File: config.mk
export PLATFORM = sky130hd
export DESIGN_NAME = draw_sequencer
export DESIGN_NICKNAME = d
export VERILOG_FILES = /design/src/rtl/draw_seq_pkg.sv /design/src/rtl/draw_seq_next_ch.sv /design/src/rtl/draw_sequencer.sv
export SDC_FILE = /design/constraint.sdc
export NUM_CORES = 1
export LEC_CHECK = 0
export ABC_AREA = 1
export BUFFER_PORTS_ARGS = -buffer_cell sky130_fd_sc_hd__clkbuf_2
export CORE_UTILIZATION = 42
export CTS_CLUSTER_DIAMETER = 200
export DETAILED_ROUTE_END_ITERATION = 8
export GPL_TIMING_DRIVEN = 0
export PLACE_DENSITY = 0.85
export SLEW_MARGIN = 10
export SYNTH_ARGS = -nofsm -noshare
export SYNTH_HDL_FRONTEND = slang
export SYNTH_SLANG_ARGS = --single-unit
File: constraint.sdc
create_clock -name clk -period 1.5 [get_ports clk]
set_input_delay 0.075 -clock clk [delete_from_list [all_inputs] [get_ports clk]]
set_output_delay 0.075 -clock clk [all_outputs]
set_load 0.05 [all_outputs]
File: src/rtl/draw_seq_pkg.sv
// draw_seq_pkg: shared types, default widths and helpers for the draw sequencer.
package draw_seq_pkg;

    // Sequencer states
    typedef enum logic [1:0] {
        ST_IDLE   = 2'd0,
        ST_LAUNCH = 2'd1,
        ST_WAIT   = 2'd2,
        ST_FINISH = 2'd3
    } state_t;

    // Default pixel-path widths
    localparam int X_W_DEF = 9;
    localparam int Y_W_DEF = 8;
    localparam int C_W_DEF = 3;

    // Width of a channel index; never below one bit so a 2-channel build still has a port
    function automatic int ch_idx_w(input int n);
        return (n <= 2) ? 1 : $clog2(n);
    endfunction

endpackage

File: src/rtl/draw_seq_next_ch.sv
// draw_seq_next_ch: combinational priority finder. Returns the lowest set mask
// bit above start (or at/above start when inclusive is set).
module draw_seq_next_ch
    import draw_seq_pkg::*;
#(
    parameter int NUM_CH = 3,
    parameter int IDX_W  = ch_idx_w(NUM_CH)
) (
    input  logic [NUM_CH-1:0] mask,
    input  logic [IDX_W-1:0]  start,
    input  logic              inclusive,
    output logic [IDX_W-1:0]  next_idx,
    output logic              found
);

    // Scan from the top down so the lowest qualifying index is the last one kept
    always_comb begin
        logic hit_s;
        next_idx = {IDX_W{1'b0}};
        found    = 1'b0;
        hit_s    = 1'b0;
        for (int i = NUM_CH - 1; i >= 0; i--) begin
            hit_s    = mask[i] && ((IDX_W'(i) > start) ||
                                   (inclusive && (IDX_W'(i) == start)));
            next_idx = hit_s ? IDX_W'(i) : next_idx;
            found    = found | hit_s;
        end
    end

endmodule

File: src/rtl/draw_sequencer.sv
// draw_sequencer: launches each enabled drawer channel in ascending order on a
// go pulse, waits for each channel's done, and forwards the active channel's
// pixel stream to the VGA adapter through a registered mux.
// Optional watchdog: define DRAW_SEQ_TIMEOUT_EN to enable the per-channel timeout.
module draw_sequencer
    import draw_seq_pkg::*;
#(
    parameter int NUM_CH  = 3,
    parameter int X_W     = X_W_DEF,
    parameter int Y_W     = Y_W_DEF,
    parameter int C_W     = C_W_DEF,
    parameter int TIMEOUT = 4096
) (
    input  logic                      clk,
    input  logic                      reset_n,
    input  logic                      go,
    input  logic [NUM_CH-1:0]         ch_en,
    output logic [NUM_CH-1:0]         ch_go,
    input  logic [NUM_CH-1:0]         ch_done,
    input  logic [NUM_CH*X_W-1:0]     ch_x,
    input  logic [NUM_CH*Y_W-1:0]     ch_y,
    input  logic [NUM_CH*C_W-1:0]     ch_color,
    input  logic [NUM_CH-1:0]         ch_plot,
    output logic [X_W-1:0]            x,
    output logic [Y_W-1:0]            y,
    output logic [C_W-1:0]            color,
    output logic                      plot,
    output logic [ch_idx_w(NUM_CH)-1:0] cur_ch,
    output logic                      busy,
    output logic                      done,
    output logic                      timeout_err
);

    localparam int CH_W = ch_idx_w(NUM_CH);
    localparam logic [NUM_CH-1:0] ONE_HOT0 = {{(NUM_CH-1){1'b0}}, 1'b1};

    state_t              state_r;
    logic [NUM_CH-1:0]   mask_r;
    logic [CH_W-1:0]     cur_ch_r;
    logic [NUM_CH-1:0]   ch_go_r;
    logic [X_W-1:0]      x_r;
    logic [Y_W-1:0]      y_r;
    logic [C_W-1:0]      color_r;
    logic                plot_r;
    logic                busy_r;
    logic                done_r;
    logic                timeout_err_r;

    logic [CH_W-1:0]     first_idx_s;
    logic                first_found_s;
    logic [CH_W-1:0]     next_idx_s;
    logic                next_found_s;

    logic [X_W-1:0]      sel_x_s;
    logic [Y_W-1:0]      sel_y_s;
    logic [C_W-1:0]      sel_color_s;
    logic                sel_plot_s;
    logic                done_cur_s;
    logic                wd_expire_s;
    logic                adv_s;

    // First enabled channel of a freshly sampled mask (used on every accepted go)
    draw_seq_next_ch #(
        .NUM_CH (NUM_CH),
        .IDX_W  (CH_W)
    ) u_first (
        .mask      (ch_en),
        .start     ({CH_W{1'b0}}),
        .inclusive (1'b1),
        .next_idx  (first_idx_s),
        .found     (first_found_s)
    );

    // Next enabled channel strictly above the active one
    draw_seq_next_ch #(
        .NUM_CH (NUM_CH),
        .IDX_W  (CH_W)
    ) u_next (
        .mask      (mask_r),
        .start     (cur_ch_r),
        .inclusive (1'b0),
        .next_idx  (next_idx_s),
        .found     (next_found_s)
    );

    // Select the active channel's pixel stream and done; out-of-range index gives zeros
    always_comb begin
        sel_x_s     = {X_W{1'b0}};
        sel_y_s     = {Y_W{1'b0}};
        sel_color_s = {C_W{1'b0}};
        sel_plot_s  = 1'b0;
        done_cur_s  = 1'b0;
        for (int i = 0; i < NUM_CH; i++) begin
            sel_x_s     = (cur_ch_r == CH_W'(i)) ? ch_x[i*X_W +: X_W]     : sel_x_s;
            sel_y_s     = (cur_ch_r == CH_W'(i)) ? ch_y[i*Y_W +: Y_W]     : sel_y_s;
            sel_color_s = (cur_ch_r == CH_W'(i)) ? ch_color[i*C_W +: C_W] : sel_color_s;
            sel_plot_s  = (cur_ch_r == CH_W'(i)) ? ch_plot[i]             : sel_plot_s;
            done_cur_s  = (cur_ch_r == CH_W'(i)) ? ch_done[i]             : done_cur_s;
        end
    end

`ifdef DRAW_SEQ_TIMEOUT_EN
    localparam int WD_W = $clog2(TIMEOUT) + 1;
    logic [WD_W-1:0] wd_cnt_r;

    assign wd_expire_s = (state_r == ST_WAIT) && (wd_cnt_r == WD_W'(TIMEOUT - 1));

    // Per-channel watchdog: cleared while launching, counts every WAIT cycle
    always_ff @(posedge clk or negedge reset_n) begin
        if (!reset_n) begin
            wd_cnt_r <= {WD_W{1'b0}};
        end else if (state_r == ST_LAUNCH) begin
            wd_cnt_r <= {WD_W{1'b0}};
        end else if (state_r == ST_WAIT) begin
            wd_cnt_r <= wd_cnt_r + WD_W'(1);
        end else begin
            wd_cnt_r <= wd_cnt_r;
        end
    end
`else
    assign wd_expire_s = 1'b0;
`endif

    // Channel completion (or watchdog expiry) while waiting moves the sequence on
    assign adv_s = (state_r == ST_WAIT) && (done_cur_s || wd_expire_s);

    // Sequencer FSM with registered launch/status/mux outputs; go always wins (restart)
    always_ff @(posedge clk or negedge reset_n) begin
        if (!reset_n) begin
            state_r  <= ST_IDLE;
            mask_r   <= {NUM_CH{1'b0}};
            cur_ch_r <= {CH_W{1'b0}};
            ch_go_r  <= {NUM_CH{1'b0}};
            x_r      <= {X_W{1'b0}};
            y_r      <= {Y_W{1'b0}};
            color_r  <= {C_W{1'b0}};
            plot_r   <= 1'b0;
            busy_r   <= 1'b0;
            done_r   <= 1'b0;
        end else begin
            ch_go_r <= {NUM_CH{1'b0}};
            done_r  <= 1'b0;

            // Coordinates follow the active channel only while it is drawing
            if (state_r == ST_WAIT) begin
                x_r     <= sel_x_s;
                y_r     <= sel_y_s;
                color_r <= sel_color_s;
            end

            // Strobe is suppressed outside WAIT and on switch/restart edges
            plot_r <= ((state_r == ST_WAIT) && !go && !adv_s) ? sel_plot_s : 1'b0;

            if (go) begin
                mask_r <= ch_en;
                if (first_found_s) begin
                    cur_ch_r <= first_idx_s;
                    ch_go_r  <= ONE_HOT0 << first_idx_s;
                    state_r  <= ST_LAUNCH;
                    busy_r   <= 1'b1;
                end else begin
                    state_r  <= ST_FINISH;
                    busy_r   <= 1'b0;
                    done_r   <= 1'b1;
                end
            end else begin
                case (state_r)
                    ST_IDLE: begin
                        state_r <= ST_IDLE;
                    end
                    ST_LAUNCH: begin
                        state_r <= ST_WAIT;
                    end
                    ST_WAIT: begin
                        if (adv_s) begin
                            if (next_found_s) begin
                                cur_ch_r <= next_idx_s;
                                ch_go_r  <= ONE_HOT0 << next_idx_s;
                                state_r  <= ST_LAUNCH;
                            end else begin
                                state_r  <= ST_FINISH;
                                busy_r   <= 1'b0;
                                done_r   <= 1'b1;
                            end
                        end
                    end
                    ST_FINISH: begin
                        state_r <= ST_IDLE;
                        busy_r  <= 1'b0;
                    end
                    default: begin
                        state_r <= ST_IDLE;
                        busy_r  <= 1'b0;
                    end
                endcase
            end
        end
    end

    // Sticky watchdog flag; only an accepted go from IDLE clears it
    always_ff @(posedge clk or negedge reset_n) begin
        if (!reset_n) begin
            timeout_err_r <= 1'b0;
        end else begin
`ifdef DRAW_SEQ_TIMEOUT_EN
            if (go && (state_r == ST_IDLE)) begin
                timeout_err_r <= 1'b0;
            end else if (wd_expire_s && !done_cur_s && !go) begin
                timeout_err_r <= 1'b1;
            end else begin
                timeout_err_r <= timeout_err_r;
            end
`else
            timeout_err_r <= 1'b0;
`endif
        end
    end

    assign ch_go       = ch_go_r;
    assign x           = x_r;
    assign y           = y_r;
    assign color       = color_r;
    assign plot        = plot_r;
    assign cur_ch      = cur_ch_r;
    assign busy        = busy_r;
    assign done        = done_r;
    assign timeout_err = timeout_err_r;

endmodule

==> flow_summary_export.csv <==
group,metric,value,unit
die,die_w,64.2,um
die,die_h,64.2,um
route,vias_per_cell,5.03,
clock_tree,clkTransAtPathRegs,70,ps
power,peakVddDrop,693,uV
sta,final.min_clock_period,1440,ps
setup_path,critPathTopFamily,"buffers and inverters",
place,io_buffers,99,
clock_tree,cts_buffers,5,
clock_tree,cts.path.max_buffers,2,
synthesis,synth.area.top_cells,"dfrtp_1 49%, nand2_1 17%, a31oi_1 6.9%, nor2_1 6.5%, a21oi_1 5.9%",
synthesis,syn_inst,214,
sta,clock.fmax,0.693,GHz
route,final_antenna_net_count,0,
power,p_leak,1.27,nW
synthesis,ys.warnings.count,0,
finish,final_cells,370,
power,totalPowerFinal,4.28,mW
sta,finalSetupViolCount,0,
global_route,grt_pass1_wl,7380,um
hold_path,hp-class,"in2reg",
global_route,antenna_found_initial,0,
setup_path,worst-path-max-fanout,10,
run,drv_cap,0,
finish,nets,395,
sta,hold_viol_final,0,
place,dp.cells,361,
global_route,grt-ovfl-total,0,
die,core-area,0.00369,mm2
die,initial_core_util,44.0,%
finish,antenna_cells,0,
synthesis,muxShareOfSynthArea,0,%
global_route,grt_max_degree,33,
route,routed_wl,4470,um
clock_tree,clock_tree.root_cell,"clkbuf_8",
setup_path,worstPathRequired,1650,ps
power,powerDensity,1860,mW/mm2
setup_path,startpoint_type,"flop",
finish,drive_gt1_share,40.4,%
route,vias,1861,
place,place.gp.congestion,0.825,
synthesis,synth_top_cell_by_area,"dfrtp_1",
synthesis,synth-compound-area-share,14.8,%
route,drt-pass1-iter-count,4,
clock_tree,cts_tree,"yes",
setup_path,r2r-start,"state_r[0]",
route,drt_iter0_drc,49,
setup_path,endpoint,"busy",
global_route,grtUsageTotal,23.2,%
finish,final-seq-area,803,um2
global_route,grt_pass1_vias,1713,
die,ioPinCount,101,
clock_tree,clk_latency,280,ps
sta,drv_slew,0,
setup_path,startpoint,"state_r[0]",
synthesis,syn-num-nets,288,
setup_path,crit_path_cell_trace,"inv_1, ha_1, clkbuf_4, inv_2, buf_6, nand2_1, nand3_1, nand2_1, nand2_1, nand2_1",
finish,syn2layout_area_growth,42.1,%
setup_path,reg2reg_slack,60,ps
finish,multi_input_comb_area,723,um2
synthesis,synth.avg_cell_area,7.59,um2
place,hpwlAfterDp,3290,um
setup_path,crit_type,"reg2reg",
setup_path,crit_buf_inv,4,
setup_path,end_kind,"flop",
setup_path,slowest_stage,"dfrtp_1",
clock_tree,clock_sinks,32,
synthesis,synth_top_family_by_area,"simple AND/OR/NAND/NOR gates",
route,drcViolationCount,0,
synthesis,synth-xor-area-share,0,%
status,status,"finished, final reports clean",
clock_tree,cts_max_level,2,
setup_path,cp.arrival,1600,ps
synthesis,synth-simple-area-share,27.4,%
synthesis,yosys.area_share.adder,1.54,%
die,fp-row-count,22,
sta,slew_headroom,48.3,%
place,dp_worst_setup_slack,-48.7,ps
setup_path,rr_worst_depth,10,
synthesis,ys_types,18,
setup_path,path_depth,10,
synthesis,syn_area,0.00162,mm2
sta,fin_crit_sh,96.3,%
place,place_area,0.00218,mm2
die,fp.dieArea,0.00412,mm2
sta,max_slew.worst_pin.slew,776,ps
route,wire_per_inst,12.1,um
setup_path,r2r_end,"busy",
sta,fin_skew,8.30,ps
synthesis,yosys.area.top_type_share,49.3,%
finish,stdcell_area,0.00231,mm2
sta,worst_slack,56.2,ps
setup_path,cp_common_cell,"nand2_1",
synthesis,ys_seq_area_share,49.3,%
finish,fill_cells,358,
synthesis,synth_seq_cells,32,
setup_path,slowest_delay,350,ps
[where the power goes]
group | internal [mW] | total [mW] | leakage (nW) | switching (mW)
logic | 0.549 | 2.25 | 0.844 | 1.70
clock network | 0.365 | 0.671 | 0.0510 | 0.305
registers | 1.17 | 1.36 | 0.373 | 0.193
total | 2.09 | 4.28 | 1.27 | 2.20
[worst register-to-register path, stage by stage, from the launching register on]
cell and delay, ps:
dfrtp_1 350, inv_1 70, ha_1 200, clkbuf_4 170, inv_2 90, buf_6 140, nand2_1 70, nand3_1 80
nand2_1 50, nand2_1 50, nand2_1 40
[stage by stage]
step	TNS (ps)	utilization (%)	hold WS [ps]
after floorplan	0	-	-221
after global placement	-65.4	59.1	191
after detailed placement	-271	59.1	189
after CTS	0	62.0	28.1
after global routing	-52.5	62.6	36.8
final	0	62.6	30.2
[logic make-up (layout without fill, tap and decap cells)]
kind of cell,count (synthesis),count (layout)
buf+inv,24,132
compound gates,42,42
simple gates,113,113
other cells,1,1
flops,32,32
fa+ha+maj,2,2
[cell usage in the layout, fill, tap and decap left out, types with 2 or more instances in the layout]
cell	n
clkbuf_2	101
nand2_1	72
dfrtp_1	30
nor2_1	28
a21oi_1	18
a31oi_1	18
nand3_1	9
inv_1	8
clkbuf_8	6
inv_2	4
buf_2	4
nor2_2	3
buf_4	3
clkbuf_4	2
o21ai_1	2
a41oi_1	2
ha_1	2
clkinv_2	2
dfrtp_2	2
[how the worst min path moves through the flow]
stage	cells after the start	endpoint	from	slack, ps
after detailed placement	1	ch_go[1]	reset_n	190
final	3	x[6]	ch_x[24]	30
after global routing	3	x[2]	ch_x[11]	40
after global placement	1	ch_go[1]	reset_n	190
after CTS	3	x[6]	ch_x[24]	30
after floorplan	0	busy	reset_n	-220
[per-layer routing]
metal  wire length (um)  global-route usage, %  part of all wire, %  vias to the layer above
met5                  0                      0                    0                        -
met4                 53                   7.78                  1.2                        0
met3                307                   3.75                  6.9                        5
met2               2170                   40.0                   48                       89
met1               1940                   29.5                   43                      856
li1                   -                      -                    -                      911
[final cells by class]
class                   count  share of cell area (%)
flip-flops and latches     32                    34.8
clock buffers               6                    3.58
inverters                  12                    1.95
plain buffers              12                    3.41
repair buffers            100                    21.9
clock inverters             2                   0.434
multi-input cells         158                    31.3
well taps                  48                    2.60
[flip-flops by register name (all words and copies together) (netlist names)]
signal,flops
cur_ch,2
mask_r,2
done,1
color,3
busy,1
state_r,2
y,8
plot,1
x,9
ch_go,3
[cells in the mapped netlist]
cell and count:
nor2_1 28, a31oi_1 18, a41oi_1 2, o21ai_0 1, buf_2 6, dfrtp_1 32, a21oi_1 19, buf_4 3
o21ai_1 2, nand3_1 9, ha_1 2, inv_2 3, nand2_1 72, inv_1 9, conb_1 1, buf_1 1
clkbuf_1 2, nor2_2 4
[repair_timing]
item | CTS | global route
gates cloned | 0 | 0
buffers inserted | 0 | 0
gates resized for setup | 4 | 8
hold buffers | 1 | 0
endpoints found under the hold margin | 32 | 0
endpoints found under the setup margin | 20 | 11
(Power assumes the default switching activity.)
